<file path="config.mk">
export PLATFORM = sky130hd
export DESIGN_NAME = sdrio_oser_xn
export DESIGN_NICKNAME = d
export VERILOG_FILES = /design/src/rtl/sdrio_pkg.sv /design/src/rtl/sdrio_oser_lane.sv /design/src/rtl/sdrio_oser_xn.sv
export SDC_FILE = /design/constraint.sdc
export NUM_CORES = 1
export LEC_CHECK = 0
export CAP_MARGIN = 20
export CORE_MARGIN = 1
export CORE_UTILIZATION = 48
export DETAILED_ROUTE_END_ITERATION = 8
export PLACE_DENSITY = 0.89
export SYNTH_ARGS = -nofsm -noshare
export SYNTH_HDL_FRONTEND = slang
export SYNTH_SLANG_ARGS = --single-unit
</file>
<file path="constraint.sdc">
create_clock -name geclk_ol -period 2.5 [get_ports geclk_ol]
set_clock_uncertainty 0.1 [all_clocks]
set_input_delay 0.75 -clock geclk_ol [delete_from_list [all_inputs] [get_ports geclk_ol]]
set_output_delay 0.75 -clock geclk_ol [all_outputs]
set_load 0.05 [all_outputs]
</file>
<file path="src/rtl/sdrio_pkg.sv">
// Shared definitions for the SDR/DDR-PHY output serializers.
package sdrio_pkg;

    localparam logic OEN_DISABLED = 1'b1;

    function automatic bit ratio_legal(input int ratio);
        return (ratio == 2) || (ratio == 4) || (ratio == 8);
    endfunction

    function automatic int cnt_width(input int ratio);
        return $clog2(ratio);
    endfunction

endpackage

</file>
<file path="src/rtl/sdrio_oser_lane.sv">
// One serializer lane: captures a RATIO-bit word on the update edge and rotates it out LSB-first.
module sdrio_oser_lane #(
    parameter int               RATIO      = 4,
    parameter logic [RATIO-1:0] RESET_WORD = '0,
    parameter logic [RATIO-1:0] IDLE_WORD  = '0
) (
    input  logic             geclk_ol,
    input  logic             rst,
    input  logic             capture,
    input  logic             en,
    input  logic [RATIO-1:0] word,
    output logic             q
);

    logic [RATIO-1:0] sreg_d;
    logic [RATIO-1:0] sreg_q;

    // Rotating rather than shifting in zeros keeps the pattern intact while the word boundary is held by a bitslip.
    always_comb begin
        sreg_d = {sreg_q[0], sreg_q[RATIO-1:1]};
        if (capture) begin
            sreg_d = en ? word : IDLE_WORD;
        end
    end

    always_ff @(posedge geclk_ol or posedge rst) begin
        if (rst) begin
            sreg_q <= RESET_WORD;
        end else begin
            sreg_q <= sreg_d;
        end
    end

    assign q = sreg_q[0];

endmodule

</file>
<file path="src/rtl/sdrio_oser_xn.sv">
// N:1 output serializer for a group of DQ lanes plus a shared output-enable lane,
// with align restart, runtime bitslip and idle-word substitution.
module sdrio_oser_xn
    import sdrio_pkg::*;
#(
    parameter int   LANES     = 8,
    parameter int   RATIO     = 4,
    parameter int   UPD_PHASE = 2,
    parameter logic IDLE_T    = 1'b1
) (
    input  logic                          geclk_ol,
    input  logic                          rst,
    input  logic                          en,
    input  logic                          align_ol,
    input  logic                          bitslip,
    input  logic [LANES*RATIO-1:0]        d,
    input  logic [RATIO-1:0]              t,
    output logic [LANES-1:0]              q_d,
    output logic                          q_t,
    output logic                          upd,
    output logic [cnt_width(RATIO)-1:0]   slip_cnt
);

    localparam int CNT_W = cnt_width(RATIO);

    if (!ratio_legal(RATIO) || (UPD_PHASE < 0) || (UPD_PHASE >= RATIO)) begin : g_param_check
        $error("sdrio_oser_xn: RATIO must be 2/4/8 and UPD_PHASE must be 0..RATIO-1");
    end

    logic [CNT_W-1:0] cnt_d;
    logic [CNT_W-1:0] cnt_q;
    logic [CNT_W-1:0] slip_cnt_d;
    logic [CNT_W-1:0] slip_cnt_q;
    logic             upd_d;
    logic             upd_q;
    logic             capture;

    // Align overrides bitslip; a bitslip only freezes the counter, so capture on the current cycle is unaffected.
    always_comb begin
        capture    = (cnt_q == CNT_W'(UPD_PHASE));
        upd_d      = capture;
        cnt_d      = (cnt_q == CNT_W'(RATIO - 1)) ? '0 : cnt_q + CNT_W'(1);
        slip_cnt_d = slip_cnt_q;
        if (align_ol) begin
            cnt_d      = '0;
            slip_cnt_d = '0;
        end else if (bitslip) begin
            cnt_d      = cnt_q;
            slip_cnt_d = slip_cnt_q + CNT_W'(1);
        end
    end

    always_ff @(posedge geclk_ol or posedge rst) begin
        if (rst) begin
            cnt_q      <= '0;
            slip_cnt_q <= '0;
            upd_q      <= 1'b0;
        end else begin
            cnt_q      <= cnt_d;
            slip_cnt_q <= slip_cnt_d;
            upd_q      <= upd_d;
        end
    end

    for (genvar k = 0; k < LANES; k++) begin : g_data_lane
        sdrio_oser_lane #(
            .RATIO      (RATIO),
            .RESET_WORD ('0),
            .IDLE_WORD  ('0)
        ) u_lane (
            .geclk_ol (geclk_ol),
            .rst      (rst),
            .capture  (capture),
            .en       (en),
            .word     (d[k*RATIO +: RATIO]),
            .q        (q_d[k])
        );
    end

    sdrio_oser_lane #(
        .RATIO      (RATIO),
        .RESET_WORD ({RATIO{OEN_DISABLED}}),
        .IDLE_WORD  ({RATIO{IDLE_T}})
    ) u_oen_lane (
        .geclk_ol (geclk_ol),
        .rst      (rst),
        .capture  (capture),
        .en       (en),
        .word     (t),
        .q        (q_t)
    );

    assign upd      = upd_q;
    assign slip_cnt = slip_cnt_q;

endmodule
</file>
==> run metrics, run 1 <==
outcome=finished, final reports clean; worst min-delay path class=flop to flop; crit-path cells=clkdlybuf4s50_1; Hold EP=g_data_lane[1].u_lane.sreg_q[2]$_DFF_PP0_; cts-stage hold buffer count=0; Seq/Total Area, Yosys=between 60% and 70%; P per Cell Area=between 900 and 1000 nW/um^2; total wire length=between 3000 and 4000 um; hold_sp=g_data_lane[1].u_lane.sreg_q[3]$_DFF_PP0_; Worst Max-Slew Pin Slew=between 0.8 and 0.9 ns; Critical R2R Launch=cnt_q[0]$_DFFE_PP0P_; Slew Limit Fails=0; Post-DRT Antenna Nets=0; synthesized area=approximately 1600 sq um; I/O Pins=53; Max-Cap Viols=0; gr usage total=19.2%; IO buf count=52; H-tree lvl count=2; clk sinks=a little over 40; Max IR drop VDD=between 0.0004 and 0.0005 V; Root Driver=clkbuf_4; Critical R2R Capture=g_data_lane[4].u_lane.sreg_q[0]$_DFF_PP0_; die area=3570 sq um; R2R depth=4; Via-to-Cell Ratio=slightly above 5; Remaining DRCs=0; total CTS buffers=5; Nets=about 200; DPL Wire Length=just over 2000 um; ant diodes=0; largest net degree at the start of global routing=42; Seq cells post-synth=a little over 40; Critical Path AT=around 1.5 ns; Slowest cell on crit path=clkdlybuf4s50_1; initial DRC count=100; gp weighted congestion=between 0.6 and 0.7; crit end category=output port; Clock Latency Late Sink=between 0.3 and 0.4 ns; max_slew headroom=between 40 and 50%; Post-CTS Resized=0; Synth warnings=0; Required @ worst endpoint=about 1.7 ns; clock tree buffer depth=2; Pre-Repair DR Iteration Count=4; Final min period=2.38 ns; Routed wire per std cell=around 15 um; post-synthesis cell count=112; Synth cell types=21; CTS clock-pin slew for the worst setup and hold paths=roughly 0.11 ns; Mean Syn Cell Area=roughly 14 sq um; first-pass GRT wire length=approximately 4900 um; Die H=about 60 um; layout cell share with drive strength beyond 1=around 14%; post-CTS setup buffer count=0; Setup TNS Final=0 ns; Syn-to-layout area delta=32.6%; delay-heaviest family, CP=buffers and inverters; Placed Cells=approximately 190; Startpoint Class=flop; syn nets=approximately 160; Worst Path Class, Setup=flop to output port; initial core utilization=roughly 52%; period utilisation layout=between 90% and 100%; final setup fails=0; CTS tree=yes; hold path cells=1; total power=1.91 mW; initial antenna violation count=0; Die Wd=roughly 60 um; gr ovfl total=0; vias in the first global route=1134; RSZ-0062 raised after global routing=no; CP max FO=3; Hold Vio Cnt, Final=0; Placeable Area=3100 sq um; max incr delay on CP=about 0.82 ns; LEAKAGE=0.959 nW; FP Rows=20; Non-Filler Instances=approximately 200; reg-to-reg slack, setup=around 0.58 ns; via count=between 1000 and 1500; Bufs and invs on worst path=1; Max Fclk=roughly 0.42 GHz
layout make-up:
class                      instances  area, sq um
sequential                        41         1030
fill                             262          981
timing repair buffer              53          528
multi-input combinational         51          423
clock buffer                       7         65.1
tap                               44         55.1
inverter                           4         15.0
clock inverter                     1         5.00
layout by cell type, fill, tap and decap left out, drive strengths merged, types with 4 or more instances in the layout:
cell type      instances
o22a                   4
clkdlybuf4s50         50
dfstp                  4
clkbuf                 7
a22o                  31
dfrtp                 37
inv                    4
Yosys cell counts (all sizes together):
master  number  area, sq um
or2          1         6.26
nand2        2         7.51
xor2         1         8.76
inv          4         15.0
nor2         2         7.51
xnor2        1         8.76
dfstp        4          105
ha           2         25.0
a21oi        2         10.0
a22o        31          273
dfrtp       37          926
nand3        1         5.00
and2         1         8.76
o22a         4         40.0
buf         16          131
nand3b       1         7.51
o21ai        1         5.00
a21bo        1         10.0
stage by stage:
| stage | util [%] | hold WS [ns] | cell area (sq um) | worst slack [ns] |
|---|---|---|---|---|
| 2_1_floorplan | - | 0.353 | 1600 | 0.711 |
| 3_3_place_gp | 66.0 | 0.362 | 2050 | 0.460 |
| 3_5_place_dp | 66.0 | 0.369 | 2050 | 0.442 |
| 4_1_cts | 68.3 | 0.400 | 2120 | 0.0472 |
| 5_1_grt | 68.4 | 0.410 | 2120 | 0.0560 |
| 6_report | 68.4 | 0.391 | 2120 | 0.118 |
sequential cells by signal, indices dropped and copies added, names as in the netlist:
signal / count
u_oen_lane.sreg_q: 4
upd: 1
g_data_lane.u_lane.sreg_q: 32
cnt_q: 2
slip_cnt: 2
worst max-delay path by stage:
stage	depth (start not counted)	slack, ns	startpoint	to
after CTS	1	0.05	slip_cnt[0]$_DFFE_PP0P_	slip_cnt[0]
after detailed placement	1	0.44	slip_cnt[0]$_DFFE_PP0P_	slip_cnt[0]
final	1	0.12	slip_cnt[1]$_DFFE_PP0P_	slip_cnt[1]
after floorplan	1	0.71	rst	cnt_q[0]$_DFFE_PP0P_
after global routing	1	0.06	slip_cnt[1]$_DFFE_PP0P_	slip_cnt[1]
after global placement	1	0.46	slip_cnt[0]$_DFFE_PP0P_	slip_cnt[0]
per-layer routing:
metal / global-route usage [%] / vias to the layer above / part of all wire, % / routed length, um
met5: 0 / - / 0 / 0
li1: - / 484 / - / -
met3: 6.49 / 2 / 7.1 / 219
met4: 5.98 / 0 / 0.32 / 10
met1: 22.5 / 501 / 45 / 1380
met2: 33.0 / 40 / 48 / 1470
kinds of logic after synthesis:
| family | count (synthesis) | synth area share, % |
|---|---|---|
| simple gates | 8 | 2.66 |
| flops | 41 | 64.4 |
| fa+ha+maj | 2 | 1.56 |
| compound gates | 39 | 21.1 |
| xor+xnor | 2 | 1.09 |
| buf+inv | 20 | 9.15 |
power by group:
part	internal [mW]	leakage, nW	total (mW)	switching [mW]
registers	0.869	0.529	0.943	0.0741
logic	0.299	0.388	0.604	0.306
clock network	0.163	0.0413	0.364	0.201
total	1.33	0.959	1.91	0.581
Power figures use the tool's default switching activity.
==> inputs of run 2 (changes only) <==
- PLACE_DENSITY: 0.89 -> 0.91
==> run metrics, run 2 (synthesis gave the netlist of run 1 again) <==
outcome=finished, final reports clean; clk sinks=41; CP Launch Point=g_data_lane[3].u_lane.sreg_q[0]$_DFF_PP0_; H-tree lvl count=2; Worst path depth=1; Post-Route M1 WL=~1200 um; Final min period=about 2.4 ns; Slowest cell on crit path=clkdlybuf4s50_1; Worst Max-Slew Pin Slew=around 0.90 ns; IO buf count=52; Root Driver=clkbuf_4; worst min-delay path class=flop to flop; Clock Latency Late Sink=between 0.3 and 0.4 ns; CTS tree=yes; I/O Pins=53; P per Cell Area=899 nW/um^2; first-pass GRT wire length=4980 um; Pre-Repair DR Iteration Count=4; gp weighted congestion=~0.65; Met2 Wirelength=1510 um; Die H=59.7 um; final setup fails=0; Critical R2R Launch=cnt_q[0]$_DFFE_PP0P_; max_slew headroom=about two fifths; Remaining DRCs=0; worst setup path endpoint=q_d[3]; total wire length=a little over 3000 um; Hold Vio Cnt, Final=0; RSZ-0062 raised after global routing=no; vias in the first global route=1087; DPL Wire Length=about 2200 um; gr ovfl total=0; layout cell share with drive strength beyond 1=14.0%; post-CTS setup buffer count=0; gr usage total=between 10% and 20%; Die Wd=approximately 60 um; Nets=between 150 and 200; hold_ws=around 0.40 ns; Bufs and invs on worst path=1; initial core utilization=51.6%; LEAKAGE=~0.96 nW; Max-Cap Viols=0; FP Rows=20; Top Registers=g_data_lane.u_lane.sreg_q (32), u_oen_lane.sreg_q (4); Critical Path AT=1.53 ns; total CTS buffers=5; crit end category=output port; Post-DRT Antenna Nets=0; Max IR drop VDD=roughly 0.00051 V; Slew Limit Fails=0; delay-heaviest family, CP=buffers and inverters; max incr delay on CP=just over 0.8 ns; Via-to-Cell Ratio=slightly above 5; die area=approximately 3600 sq um; R2R depth=4; crit-path cells=clkdlybuf4s50_1; Startpoint Class=flop; Placeable Area=3100 sq um; CP max FO=2; largest net degree at the start of global routing=42; highest routing layer actually used=met4; via count=1037; wire length on met3=between 300 and 400 um; Worst Path Class, Setup=flop to output port; initial DRC count=between 60 and 70; CTS clock-pin slew for the worst setup and hold paths=0.11 ns; most frequent cells in the layout=50 x clkdlybuf4s50_1, 37 x dfrtp_1, 30 x a22o_1; Routed wire per std cell=15.5 um; Setup TNS Final=0 ns; ant diodes=0; Max Fclk=around 0.42 GHz; Critical R2R Capture=g_data_lane[7].u_lane.sreg_q[1]$_DFF_PP0_; Syn-to-layout area delta=32.6%; period utilisation layout=between 90% and 100%; Required @ worst endpoint=between 1.5 and 2 ns; clock tree buffer depth=2; initial antenna violation count=0; number of flip-flops in the largest register=32; Most flops, register=g_data_lane.u_lane.sreg_q; most common cell after layout, fill and taps aside=clkdlybuf4s50_1; reg-to-reg slack, setup=between 0.6 and 0.7 ns
run 2: layout make-up:
class                   count  area, sq um
flip-flops and latches     41         1030
fillers                   270          981
repair buffers             53          528
multi-input cells          51          423
clock buffers               7         65.1
well taps                  44         55.1
inverters                   4         15.0
clock inverters             1         5.00
run 2: per-stage QoR:
step	utilization (%)	instance area (sq um)	cells	power (mW)	setup WS, ns
floorplan	-	1600	112	1.41	0.711
global placement	66.0	2050	193	1.53	0.458
detailed placement	66.0	2050	193	1.56	0.437
CTS	68.3	2120	201	1.94	0.0260
global route	68.4	2120	201	2.01	0.0558
finish	68.4	2120	201	1.91	0.120
run 2: power breakdown:
group          internal [mW]  switching (mW)
clock network          0.163           0.196
logic                  0.298           0.303
registers              0.870          0.0787
run 2: layer usage:
metal  GRT usage (%)  up-vias
met5               0        -
met4            4.98        0
met3            11.0        4
met2            33.8       52
met1            21.1      495
li1                -      486
run 2: worst reg2reg max path, stage by stage (launching register included):
cell and delay [ns]:
dfrtp_1 0.39, inv_1 0.07, ha_1 0.29, inv_1 0.69, a22o_1 0.29
run 2: worst min path at each step:
stage                                                         start  cells after the start                                   endpoint
after floorplan           g_data_lane[5].u_lane.sreg_q[2]$_DFF_PP0_                      1  g_data_lane[5].u_lane.sreg_q[1]$_DFF_PP0_
after global placement    g_data_lane[7].u_lane.sreg_q[3]$_DFF_PP0_                      1  g_data_lane[7].u_lane.sreg_q[2]$_DFF_PP0_
after detailed placement  g_data_lane[4].u_lane.sreg_q[3]$_DFF_PP0_                      1  g_data_lane[4].u_lane.sreg_q[2]$_DFF_PP0_
after CTS                 g_data_lane[5].u_lane.sreg_q[2]$_DFF_PP0_                      1  g_data_lane[5].u_lane.sreg_q[1]$_DFF_PP0_
after global routing      g_data_lane[7].u_lane.sreg_q[3]$_DFF_PP0_                      1  g_data_lane[7].u_lane.sreg_q[2]$_DFF_PP0_
final                     g_data_lane[5].u_lane.sreg_q[2]$_DFF_PP0_                      1  g_data_lane[5].u_lane.sreg_q[1]$_DFF_PP0_
run 2: what timing repair did:
action	CTS	global route
setup endpoints to repair	0	1
hold buffers	0	0
resized for setup	0	1
==> inputs of run 3 (changes only) <==
- CORE_MARGIN: 1 -> 2
- RECOVER_POWER: default -> 50
==> run metrics, run 3 (synthesis gave the netlist of run 1 again) <==
H-tree lvl count=2; total wire length=3100 um; Slew Limit Fails=0; DPL Wire Length=2210 um; vias in the first global route=roughly 1100; hold_sp=g_data_lane[1].u_lane.sreg_q[2]$_DFF_PP0_; Bufs and invs on worst path=1; Net Sw Power=0.570 mW; crit-path cells=clkdlybuf4s50_1; largest net degree at the start of global routing=32; Worst path depth=1; Multi-input gate area=423 sq um; CTS tree=yes; CP max FO=4; initial DRC count=35; max_slew headroom=approximately 16%; clock share of power=17.8%; Max-Cap Viols=0; RSZ-0062 raised after global routing=no; Critical Path AT=roughly 1.6 ns; max incr delay on CP=approximately 0.83 ns; most frequent cells in the layout=49 x clkdlybuf4s50_1, 37 x dfrtp_1, 30 x a22o_1; Post-DRT Antenna Nets=0; Clock Latency Late Sink=about 0.34 ns; Max Fclk=about 0.4 GHz; Via-to-Cell Ratio=~5.1; Max IR drop VDD=approximately 0.0004 V; CTS clock-pin slew for the worst setup and hold paths=0.12 ns; gr ovfl total=0; Die H=61.7 um; via count=approximately 1000; Most flops, register=g_data_lane.u_lane.sreg_q; IO buf count=52; worst setup path endpoint=slip_cnt[0]; Seq. cell area=slightly above 1000 sq um; die area=3810 sq um; Int Pwr=approximately 1.3 mW; initial antenna violation count=0; Slowest cell on crit path=clkdlybuf4s50_1; first-pass GRT wire length=between 4000 and 5000 um; initial core utilization=51.6%; Placeable Area=about 3100 sq um; number of flip-flops in the largest register=32; Setup TNS Final=0 ns; Hold Vio Cnt, Final=0; clk sinks=between 40 and 50; R2R depth=4; switching share of power=30.4%; Filler cells=roughly 260; Pre-Repair DR Iteration Count=4; most common cell after layout, fill and taps aside=clkdlybuf4s50_1; Root Driver=clkbuf_4; gp weighted congestion=around 0.70; Seq pwr share=50.2%; worst min-delay path class=flop to flop; Required @ worst endpoint=1.65 ns; final setup fails=0; period utilisation layout=approximately 97%; Critical R2R Launch=cnt_q[0]$_DFFE_PP0P_; total CTS buffers=5; Worst Max-Slew Pin Slew=1.27 ns; reg-to-reg slack, setup=about 0.60 ns; Routed wire per std cell=15.3 um; layout cell share with drive strength beyond 1=around 12%; crit end category=output port; cts-stage hold buffer count=0; clock tree buffer depth=2; delay-heaviest family, CP=buffers and inverters; Logic pwr share=between 30% and 40%; Nets=200; Remaining DRCs=0; P per Cell Area=a little under 900 nW/um^2; Final min period=2.43 ns; Syn-to-layout area delta=31.7%; LEAKAGE=a little over 0.9 nW; Top Registers=g_data_lane.u_lane.sreg_q (32), u_oen_lane.sreg_q (4); FP Rows=20; Post-CTS Resized=0; Die Wd=between 60 and 70 um; post-CTS setup buffer count=0; Critical R2R Capture=g_data_lane[1].u_lane.sreg_q[2]$_DFF_PP0_; hold_ws=about 0.4 ns; Worst Path Class, Setup=flop to output port; gr usage total=approximately 18%; ant diodes=0; CP Launch Point=slip_cnt[0]$_DFFE_PP0P_; I/O Pins=between 50 and 60; Startpoint Class=flop; outcome=finished, final reports clean
-- run 3: changes by cell type in the layout (fill, tap and decap cells not counted) --
cell / change
buf_4: -1
clkinv_2: -1
clkbuf_1: +4
dlymetal6s2s_1: -1
clkbuf_8: -1
clkdlybuf4s50_1: -1
dlygate4sd3_1: +2
-- run 3: how the worst min path moves through the flow --
stage | endpoint | slack [ns] | cells past startpoint
floorplan | g_data_lane[5].u_lane.sreg_q[1]$_DFF_PP0_ | 0.35 | 1
global placement | g_data_lane[1].u_lane.sreg_q[0]$_DFF_PP0_ | 0.36 | 1
detailed placement | g_data_lane[3].u_lane.sreg_q[0]$_DFF_PP0_ | 0.37 | 1
CTS | g_data_lane[7].u_lane.sreg_q[2]$_DFF_PP0_ | 0.40 | 1
global route | g_data_lane[7].u_lane.sreg_q[2]$_DFF_PP0_ | 0.41 | 1
finish | g_data_lane[1].u_lane.sreg_q[1]$_DFF_PP0_ | 0.39 | 1
-- run 3: through the flow --
step | setup WS, ns | cells | util (%) | instance area, sq um | power (mW)
2_1_floorplan | 0.711 | 112 | - | 1600 | 1.41
3_3_place_gp | 0.458 | 194 | 66.3 | 2060 | 1.54
3_5_place_dp | 0.450 | 194 | 66.3 | 2060 | 1.56
4_1_cts | 0.0468 | 202 | 68.2 | 2120 | 1.89
5_1_grt | 0.00308 | 202 | 67.9 | 2110 | 1.97
6_report | 0.0685 | 202 | 67.9 | 2110 | 1.88
-- run 3: power groups by stage --
stage	Clock, mW	Combinational (mW)	Sequential, mW
2_1_floorplan	0	0.436	0.971
3_3_place_gp	0	0.592	0.945
3_5_place_dp	0	0.607	0.957
6_report	0.333	0.601	0.941
4_1_cts	0.341	0.610	0.944
5_1_grt	0.371	0.639	0.963
-- run 3: area by class of cell --
class / count / share of cell area [%]
tap: 44 / 2.61
inverter: 4 / 0.712
sequential: 41 / 48.9
timing repair buffer: 54 / 24.9
multi-input combinational: 51 / 20.1
clock buffer: 8 / 2.79
-- run 3: routing by layer --
| layer | GRT usage, % | up-vias | share of wire, % |
|---|---|---|---|
| met3 | 8.07 | 2 | 8.8 |
| li1 | - | 486 | - |
| met1 | 21.2 | 497 | 41 |
| met4 | 3.65 | 0 | 0.32 |
| met5 | 0 | - | 0 |
| met2 | 30.5 | 42 | 50 |
==> RTL change 1, RTL diff (flow settings as in run 2) <==
The parameter `IDLE_T` goes from 1'b1 to 1'b0.
--- a/src/rtl/sdrio_oser_xn.sv
+++ b/src/rtl/sdrio_oser_xn.sv
@@ -8,3 +8,3 @@
     parameter int   UPD_PHASE = 2,
-    parameter logic IDLE_T    = 1'b1
+    parameter logic IDLE_T    = 1'b0
 ) (
Behaviour: not the same (a bounded check fails within 4 cycles, from zero or initial values and one cycle with rst high).
==> RTL change 1 against run 2 <==
Area after synthesis fell by 1.3%; wire length fell by 5.7%; combinational power down 3%; synthesized cell count decreased by 1.8%; cell area increased by 0.47%; total power grew 2.0%; clock power grew 21%; sequential cell count stayed put; worst setup slack got worse by 0.056 ns; critical endpoint is now slip_cnt[0]; largest cell class unchanged; highest routed layer unchanged.
==> RTL change 1: results (changes against run 2) <==
----------------------------------------------------
[GRT]
  Tot GR Track Use ... 0.180 (-0.0175)
  First-pass GRT wire length ... 4580 µm (-8.0%)
  Via count of the first global-routing pass ... 1012 (-6.9%)

[Min path]
  Critical hold path startpoint ... g_data_lane[5].u_lane.sreg_q[3]
  Worst-case hold path end point ... g_data_lane[5].u_lane.sreg_q[2]

[Synthesis]
  Synth Area per Inst ... 14.4 µm² (+0.46%)
  Synthesized-area fraction occupied by xor and xnor cells ... 0.0111 (+0.000147)
  Sequential-to-total area share from yosys stat ... 0.653 (+0.00868)
  Commonest cells post-synth ... dfrtp_1, a22o_1, buf_4
  Compound-cell area share of the yosys netlist ... 0.210 (-0.00112)
  Adder-cell share of the synthesized area ... 0.0158 (+0.000211)
  Nets in the synthesized netlist ... 153 (-1.3%)
  Cell types occupying the most area after synthesis ... dfrtp_1, a22o_1, dfstp_2

[Power and ir drop]
  Combinational cell power ... 0.583 mW (-3%)
  Pwr per Cell Area ... 913 mW/mm² (+1.5%)
  Leakage ... 0.957 nW (-0.15%)
  Power consumed by sequential cells ... 0.930 mW (-2%)
  Maximum ir drop on the vdd rail ... 535 µV (+4.3%)
  Switching Fraction ... 0.286 (-0.0162)

[Route]
  Number of optimization iterations in the first detailed-route pass ... 2 (-2)
  Routed length per instance ... 14.6 µm (-5.7%)
  Mean number of vias per cell ... 5.06 (-1.9%)
  Starting DRC count in detailed routing ... 21 (-66%)

[Outcome]
  Result of the run ... complete, no violations

[Setup path]
  Endpoint of the worst-slack reg-to-reg timing path ... g_data_lane[1].u_lane.sreg_q[2]
  Arrival @ worst endpoint ... 1.59 ns (+0.06 ns)
  Highest net fanout along the worst path ... 4 (+2)
  Worst Setup EP ... slip_cnt[0]
  Start point of the critical path ... slip_cnt[0]
  Worst reg2reg setup slack ... 0.70 ns (+0.09 ns)
  Worst reg2reg path depth ... 5 (+1)
  Biggest cell delay along the critical path ... 0.83 ns (+0.02 ns)

[Placement]
  Routability Congestion ... 0.631 (-2.7%)
  Detail Placement HPWL ... 2010 µm (-6.8%)
  Dpl ws ... 0.437 ns (-0.000202 ns)
  I/O Buffers ... 52 (unchanged)

[Final layout]
  Filler cells ... 240 (-11%)
  Fraction of final layout cells sized beyond drive strength 1 ... 0.102 (-0.0382)

[Clock tree]
  # Post-CTS Setup Buffers ... 0 (unchanged)
  Buffer cell driving the clock tree root ... clkbuf_4

[Timing]
  Actual transition at the worst max-transition pin ... 0.559 ns (-0.339 ns)

----------------------------------------------------
## RTL change 1: layout make-up
class / instances / area (µm²) / area share
well taps: 44 / 55.1 / 0.0258
clock inverters: 1 / 30.0 / 0.0141
clock buffers: 7 / 55.1 / 0.0258
flip-flops and latches: 41 / 1030 / 0.484
repair buffers: 54 / 533 / 0.250
multi-input cells: 50 / 413 / 0.194
inverters: 4 / 15.0 / 0.00704
## RTL change 1: per-layer routing
| layer | global-route usage | part of all wire |
|---|---|---|
| met1 | 0.226 | 0.43 |
| met2 | 0.287 | 0.49 |
| met3 | 0.0677 | 0.074 |
| met4 | 0.0612 | 0.0099 |
| met5 | 0 | 0 |
## RTL change 1: stage by stage
stage / hold slack [ns] / cell area, µm²
after global routing: 0.402 / 2130
after detailed placement: 0.367 / 2050
final: 0.387 / 2130
after floorplan: 0.349 / 1580
after global placement: 0.359 / 2050
after CTS: 0.393 / 2130
==> RTL change 2, RTL diff (flow settings as in run 2) <==
Made on the original files. The output `upd` loses its register stage (`upd_q` becomes a continuous assignment).
--- a/src/rtl/sdrio_oser_xn.sv
+++ b/src/rtl/sdrio_oser_xn.sv
@@ -56,3 +56,2 @@
             slip_cnt_q <= '0;
-            upd_q      <= 1'b0;
         end else begin
@@ -60,5 +59,6 @@
             slip_cnt_q <= slip_cnt_d;
-            upd_q      <= upd_d;
         end
     end
+
+    assign upd_q = upd_d;
 
Formal check against the unedited RTL: not equivalent (a bounded check fails within 4 cycles, from zero or initial values and one cycle with rst high).
==> RTL change 2 against run 2 <==
Area after synthesis fell by 1.6%; critical endpoint is now slip_cnt[0]; cell area fell by 0.77%; worst setup slack got worse by 0.045 ns; total power rose by 1.7%; sequential cell count fell by 1; largest cell class unchanged; core utilization barely moved; register-to-register slack improved by 0.03 ns; wire length fell by 1.4%; fmax fell by 1.8%.
==> RTL change 2: results (changes against run 2) <==
----------------------------------------------------
[Outcome]
  Result of the run ... complete, no violations

[Power and ir drop]
  Maximum ir drop on the vdd rail ... 483 µV (-5.8%)
  Internal power ... 1.36 mW (+2.3%)
  Combinational cell power ... 0.604 mW
  Fraction of power consumed by combinational cells ... 0.311 (-0.004)
  Leakage ... 0.939 nW (-2.1%)
  Power in the clock group ... 0.411 mW (+14%)

[Route]
  Starting DRC count in detailed routing ... 30 (-52%)
  Routed length per instance ... 15.3 µm (-1.4%)
  Number of optimization iterations in the first detailed-route pass ... 2 (-2)
  Count of vias placed by the detailed router ... 1025 (-1.2%)

[Setup path]
  Start point of the critical path ... slip_cnt[0]
  Endpoint of the worst-slack reg-to-reg timing path ... g_data_lane[3].u_lane.sreg_q[1]
  Worst reg2reg setup slack ... 0.64 ns (+0.03 ns)
  Worst reg2reg path depth ... 4 (unchanged)
  Arrival @ worst endpoint ... 1.57 ns (+0.04 ns)
  Highest net fanout along the worst path ... 4 (+2)
  Worst Setup EP ... slip_cnt[0]

[GRT]
  Via count of the first global-routing pass ... 1108 (+1.9%)
  First-pass GRT wire length ... 5190 µm (+4.2%)
  Maximum number of pins on one net before global-route repair ... 32 (-24%)
  Tot GR Track Use ... 0.208 (+0.0104)

[Placement]
  Dpl ws ... 0.447 ns (+0.00994 ns)
  Detail Placement HPWL ... 2180 µm (+1.1%)
  Routability Congestion ... 0.686 (+5.8%)
  Placed Area ... 0.00203 mm² (-0.98%)

[Synthesis]
  Post-Synthesis Cells ... 111 (-0.89%)
  Nets in the synthesized netlist ... 154 (-0.65%)
  Sequential-to-total area share from yosys stat ... 0.639 (-0.00565)
  Distinct cell type count after synthesis ... 21 (unchanged)
  Commonest cells post-synth ... dfrtp_1, a22o_1, buf_4
  Cell types occupying the most area after synthesis ... dfrtp_1, a22o_1, dfstp_2

[Min path]
  Critical hold path startpoint ... g_data_lane[6].u_lane.sreg_q[2]
  Worst-case hold path end point ... g_data_lane[6].u_lane.sreg_q[1]

[Timing]
  Final WS setup ... 0.0755 ns (-0.0446 ns)
  Actual transition at the worst max-transition pin ... 0.889 ns (-0.00854 ns)
  Hold Slack ... 0.387 ns (-0.00928 ns)

[Final layout]
  Fraction of final layout cells sized beyond drive strength 1 ... 0.146 (+0.00637)

----------------------------------------------------
-- RTL change 2: cell types whose count changed after synthesis --
cell     change
dfrtp_1      -1
-- RTL change 2: routing by layer --
metal,share of wire,routed length [µm],GRT usage,vias up
met5,0,0,0,-
met4,0.0094,29,0.0714,0
met3,0.075,230,0.0677,3
met2,0.47,1460,0.340,43
met1,0.44,1350,0.261,499
li1,-,-,-,480
-- RTL change 2: cell type report --
| type | instances | area (µm²) |
|---|---|---|
| fillers | 239 | 972 |
| inverters | 4 | 15.0 |
| repair buffers | 54 | 531 |
| clock inverters | 2 | 35.0 |
| clock buffers | 6 | 41.3 |
| well taps | 44 | 55.1 |
| multi-input cells | 51 | 423 |
| flip-flops and latches | 40 | 1010 |
-- RTL change 2: cells by family after synthesis --
kind of cell             after synthesis  synth area share
AO/OA/AOI/OAI                         39             0.214
XOR/XNOR                               2            0.0111
adder cells (fa/ha/maj)                2            0.0159
buffers and inverters                 20            0.0929
flip-flops                            40             0.639
AND/OR/NAND/NOR                        8            0.0270
